File: src/rtl/cmd_mem_loader.sv
// Command memory loader: packs MEM_TO_CMD input words into one command and
// writes it to the command bank at consecutive addresses from a programmed base.
module cmd_mem_loader #(
  parameter int CMD_WIDTH      = 128,
  parameter int MEM_WIDTH      = 32,
  parameter int CMD_ADDR_WIDTH = 16
) (
  input  logic                      clk,
  input  logic                      reset,
  input  logic                      load_start,
  input  logic [CMD_ADDR_WIDTH-1:0] start_addr,
  input  logic [CMD_ADDR_WIDTH:0]   load_len,
  input  logic                      abort,
  input  logic [MEM_WIDTH-1:0]      word_in,
  input  logic                      word_valid,
  output logic                      word_ready,
  output logic [CMD_WIDTH-1:0]      cmd_write,
  output logic [CMD_ADDR_WIDTH-1:0] cmd_write_addr,
  output logic                      cmd_write_enable,
  output logic                      busy,
  output logic                      done,
  output logic [CMD_ADDR_WIDTH:0]   cmds_written
);

  localparam int MEM_TO_CMD = CMD_WIDTH / MEM_WIDTH;
  localparam int IDX_W      = (MEM_TO_CMD > 1) ? $clog2(MEM_TO_CMD) : 1;

  typedef enum logic [1:0] {IDLE, LOAD, FLUSH} state_t;

  state_t                    state_q, state_d;
  logic [IDX_W-1:0]          idx_q, idx_d;
  logic [CMD_WIDTH-1:0]      pack_q, pack_d;
  logic [CMD_ADDR_WIDTH-1:0] addr_q, addr_d;
  logic [CMD_ADDR_WIDTH:0]   len_q, len_d;
  logic [CMD_ADDR_WIDTH:0]   cnt_q, cnt_d, cnt_inc;
  logic                      ready_q, ready_d;
  logic [CMD_WIDTH-1:0]      wdata_q, wdata_d;
  logic [CMD_ADDR_WIDTH-1:0] waddr_q, waddr_d;
  logic                      we_q, we_d;
  logic                      done_q, done_d;
  logic                      accept;

  always_comb begin
    state_d = state_q;
    idx_d   = idx_q;
    pack_d  = pack_q;
    addr_d  = addr_q;
    len_d   = len_q;
    cnt_d   = cnt_q;
    ready_d = ready_q;
    wdata_d = wdata_q;
    waddr_d = waddr_q;
    we_d    = 1'b0;
    done_d  = 1'b0;
    cnt_inc = cnt_q + 1'b1;
    accept  = word_valid & ready_q;

    case (state_q)
      IDLE: begin
        if (load_start) begin
          cnt_d = '0;
          if (load_len != '0) begin
            state_d = LOAD;
            ready_d = 1'b1;
            addr_d  = start_addr;
            len_d   = load_len;
            idx_d   = '0;
          end else begin
            done_d = 1'b1;
          end
        end
      end
      LOAD: begin
        // abort outranks a word arriving in the same cycle, even a completing one
        if (abort) begin
          state_d = IDLE;
          ready_d = 1'b0;
          idx_d   = '0;
        end else if (accept) begin
          for (int unsigned k = 0; k < MEM_TO_CMD; k++) begin
            if (idx_q == IDX_W'(k)) pack_d[k*MEM_WIDTH +: MEM_WIDTH] = word_in;
          end
          if (idx_q == IDX_W'(MEM_TO_CMD - 1)) begin
            idx_d   = '0;
            we_d    = 1'b1;
            wdata_d = pack_d;
            waddr_d = addr_q;
            addr_d  = addr_q + 1'b1;
            cnt_d   = cnt_inc;
            if (cnt_inc == len_q) begin
              state_d = FLUSH;
              ready_d = 1'b0;
            end
          end else begin
            idx_d = idx_q + 1'b1;
          end
        end
      end
      FLUSH: begin
        state_d = IDLE;
        done_d  = 1'b1;
      end
      default: state_d = IDLE;
    endcase
  end

  always_ff @(posedge clk) begin
    if (reset) begin
      state_q <= IDLE;
      idx_q   <= '0;
      pack_q  <= '0;
      addr_q  <= '0;
      len_q   <= '0;
      cnt_q   <= '0;
      ready_q <= 1'b0;
      wdata_q <= '0;
      waddr_q <= '0;
      we_q    <= 1'b0;
      done_q  <= 1'b0;
    end else begin
      state_q <= state_d;
      idx_q   <= idx_d;
      pack_q  <= pack_d;
      addr_q  <= addr_d;
      len_q   <= len_d;
      cnt_q   <= cnt_d;
      ready_q <= ready_d;
      wdata_q <= wdata_d;
      waddr_q <= waddr_d;
      we_q    <= we_d;
      done_q  <= done_d;
    end
  end

  assign word_ready       = ready_q;
  assign cmd_write        = wdata_q;
  assign cmd_write_addr   = waddr_q;
  assign cmd_write_enable = we_q;
  assign busy             = (state_q == LOAD);
  assign done             = done_q;
  assign cmds_written     = cnt_q;

endmodule

File: config.mk
export PLATFORM = sky130hd
export DESIGN_NAME = cmd_mem_loader
export DESIGN_NICKNAME = d
export VERILOG_FILES = /design/src/rtl/cmd_mem_loader.sv
export SDC_FILE = /design/constraint.sdc
export NUM_CORES = 1
export LEC_CHECK = 0
export ABC_AREA = 1
export CAP_MARGIN = 20
export CORE_ASPECT_RATIO = 1.2
export CORE_UTILIZATION = 42
export DETAILED_ROUTE_END_ITERATION = 16
export PLACE_DENSITY = 0.73
export SLEW_MARGIN = 30
export SYNTH_ARGS = -nofsm -noshare
export SYNTH_HDL_FRONTEND = slang
export SYNTH_SLANG_ARGS = --single-unit
File: constraint.sdc
create_clock -name clk -period 2.47 [get_ports clk]
set_clock_uncertainty 0.05 [all_clocks]
set_input_delay 0.6175 -clock clk [delete_from_list [all_inputs] [get_ports clk]]
set_output_delay 0.6175 -clock clk [all_outputs]
set_load 0.1 [all_outputs]
==> results of run 1 <==
[worst max-delay path by stage]
stage,from,cells after the start,slack (ns),endpoint
floorplan,cmds_written[5]$_SDFFE_PP0P_,15,0.0009,state_q[0]$_SDFFE_PP0P_
global placement,load_len[9],9,-0.21,addr_q[8]$_SDFFE_PP0P_
CTS,state_q[0]$_SDFFE_PP0P_,4,0.14,busy
detailed placement,load_len[9],8,-0.24,addr_q[11]$_SDFFE_PP0P_
finish,state_q[0]$_SDFFE_PP0P_,4,0.16,busy
global route,cmds_written[0]$_SDFFE_PP0P_,15,0.01,state_q[0]$_SDFFE_PP0P_
[cell usage in the layout (no fill, tap or decap), drive strengths merged]
cell / instances
xnor3: 1
nand3: 30
mux2i: 12
nor2: 271
nor4: 3
clkinv: 3
a211oi: 31
dfxtp: 298
a32o: 1
o21ai: 303
nor3b: 1
clkdlybuf4s50: 68
xor2: 3
o211ai: 4
nand3b: 8
inv: 145
a31oi: 7
bufinv: 1
xnor2: 2
a31o: 1
clkinvlp: 1
or2: 2
buf: 207
a21oi: 168
o21bai: 2
ha: 6
clkbuf: 47
nand4: 9
nor3: 6
nand2: 299
[registers in the layout, summed over array words and instances (netlist names)]
name,cells
cmd_write,128
pack_q,97
cmds_written,17
len_q,17
addr_q,16
cmd_write_addr,16
idx_q,2
state_q,2
cmd_write_enable,1
done,1
word_ready,1
[metal layers]
layer,up-vias,GRT usage
li1,6028,-
met1,5391,0.3007
met2,341,0.3964
met3,65,0.03719
met4,0,0.08173
met5,-,0
[power groups by stage]
| stage | registers (W) | clock network [W] | logic, W |
|---|---|---|---|
| after detailed placement | 0.00506 | 0 | 0.000982 |
| after global placement | 0.00506 | 0 | 0.000968 |
| after CTS | 0.00496 | 0.00468 | 0.000987 |
| after floorplan | 0.00510 | 0 | 0.000560 |
| final | 0.00496 | 0.00462 | 0.000988 |
| after global routing | 0.00497 | 0.00489 | 0.00110 |
[cell families after synthesis]
family	count (synthesis)	share of synthesized area
flops	298	0.4779
buf+inv	265	0.08349
xor+xnor	6	0.005313
compound gates	517	0.2161
simple gates	629	0.2016
fa+ha+maj	6	0.006014
mux	12	0.009623
[cell type report]
| cell class | count | area [sq um] |
|---|---|---|
| fill | 2687 | 13100 |
| sequential | 298 | 5973 |
| multi-input combinational | 1170 | 5493 |
| timing repair buffer | 275 | 2410 |
| clock buffer | 47 | 945.9 |
| inverter | 144 | 550.5 |
| tap | 385 | 481.7 |
| clock inverter | 6 | 61.31 |
[tightest hold or removal path: stages (launching register included)]
cell	delay (ns)
dfxtp_1	0.30
inv_1	0.05
a21oi_1	0.05
[stage by stage]
stage / setup slack, ns / std cells / cell area [sq um] / utilization
after floorplan: 0.0008522 / 1733 / 12490 / -
after global placement: -0.2128 / 2272 / 14900 / 0.5135
after detailed placement: -0.2444 / 2272 / 14900 / 0.5135
after CTS: 0.1426 / 2325 / 15910 / 0.5482
after global routing: 0.01060 / 2325 / 15920 / 0.5486
final: 0.1612 / 2325 / 15920 / 0.5486
==> flow_metrics.tcl, run 1 <==
set metrics [dict create \
    ys_ff_latch 298 \
    setup_viol 0 \
    tightest_slew_ns 0.5414 \
    clockBufferDepth 3 \
    antenna_found_initial 0 \
    rows 68 \
    overflow 0 \
    first_iter_violations 756 \
    num_vias 11825 \
    p_clk_frac 0.437 \
    min_period_ns 2.309 \
    gp_congestion 0.8929 \
    worst_r2r_path_depth 15 \
    dpl.hpwl_mm 24.24 \
    synth_seq_area_share 0.4779 \
    cts_resized 0 \
    route.met3.wl_mm 2.230 \
    htree_num_levels 1 \
    drc_errors 0 \
    synth_common_cells "dfxtp_1, nand2_1, o21ai_0, nor2_1, a21oi_1" \
    hold_end "pack_q[87]$_SDFFE_PP0P_" \
    status "complete, no violations" \
    cts_buffers 30 \
    dr.pass1.iters 5 \
    hold_path_depth 2 \
    drt-met1-wl_mm 15.88 \
    clkLatencyLatePin_ns 0.55 \
    syn_avg_cell_area_sq_um 7.203 \
    hold_viol 0 \
    synth_edf_count 0 \
    yosysTopAreaCell "dfxtp_1" \
    routed_via_density 5.086 \
    root_buffer "clkbuf_16" \
    die_h_um 190.9 \
    cp.required_ns 1.80 \
    whs_ns 0.3956 \
    die_area_sq_mm 0.03042 \
    fmax_mhz 433.1 \
    ir_drop_v 0.0004968 \
    cts_tree "done" \
    cts_setup_buffers 0 \
    design.core.area_sq_mm 0.02901 \
    synth_nets 1809 \
    critPathTopFamily "buffers and inverters" \
    slowest_delay_ns 0.37 \
    fin_tns_setup_ns 0 \
    met2WireLength_mm 16.99 \
    drive_above_1_share 0.1459 \
    synth-async-reset-ratio 0 \
    crit_fanout 26 \
    relSlewSlack 0.6391 \
    cts.sink_count 298 \
    top_layer "met4" \
    synth.cell_area_sq_mm 0.01248 \
    grt_max_degree 83 \
    fin_total_pwr_w 0.01057 \
    ctsHoldBuffers 0 \
    rsz0062_at_grt "no" \
    ys_top_cells_by_area "dfxtp_1, o21ai_0, nand2_1" \
    wirelength_mm 36.18 \
    ys_warn_count 0 \
    cp-end-kind "output port" \
    worstReg2RegStart "cmds_written[0]$_SDFFE_PP0P_" \
    grt_pass1_vias 10943 \
    path_buf_inv 3 \
    ios 235 \
    cp_slowest_cell "dfxtp_1" \
    cp.arrival_ns 1.64 \
    worstSetupStartpointType "register" \
    r2r_setup_slack_ns 0.23 \
    yosysUniqueCellTypes 35 \
    grt.total_usage 0.2337 \
    initial_core_util 0.4303 \
    clk_pin_slew_ns 0.07 \
    drv_slew 0 \
    finalCritPeriodShare 0.9347 \
    power.density_mw_per_mm2 663.8 \
    io_buffers 234 \
    switchingPower_w 0.002597 \
    swShare 0.2459 \
    n_antenna_cell 0 \
    hp-start "pack_q[87]$_SDFFE_PP0P_" \
    ant_nets 0 \
    seqPwrFrac 0.469 \
    synthCells 1733 \
    r2r_end "state_q[0]$_SDFFE_PP0P_" \
    path_class "reg -> out" \
    comb_power_share 0.094 \
    internal-power_w 0.007968 \
    nets 1995 \
    fp.dieW_um 159.4 \
    p_leak_nw 6.604 \
    drv_cap 0 \
    ys.flop_type "dfxtp_1" \
    holdCritPathClass "reg -> reg" \
    synth_top_area_share 0.4779 \
    post_drt_wl_per_cell_um 15.56 \
    grt_pass1_wl_mm 57.55 \
    cp_cell_sequence "inv_2 > nor2_4 > buf_4 > buf_12" \
    area_growth_pct 27.49 \
]
(Power assumes the default switching activity.)
==> run 2, diff against run 1 <==
SKIP_LAST_GASP = 1   (was not set)
==> results of run 2 <==
The final DEF is identical to that of run 1; final timing and power are the same.
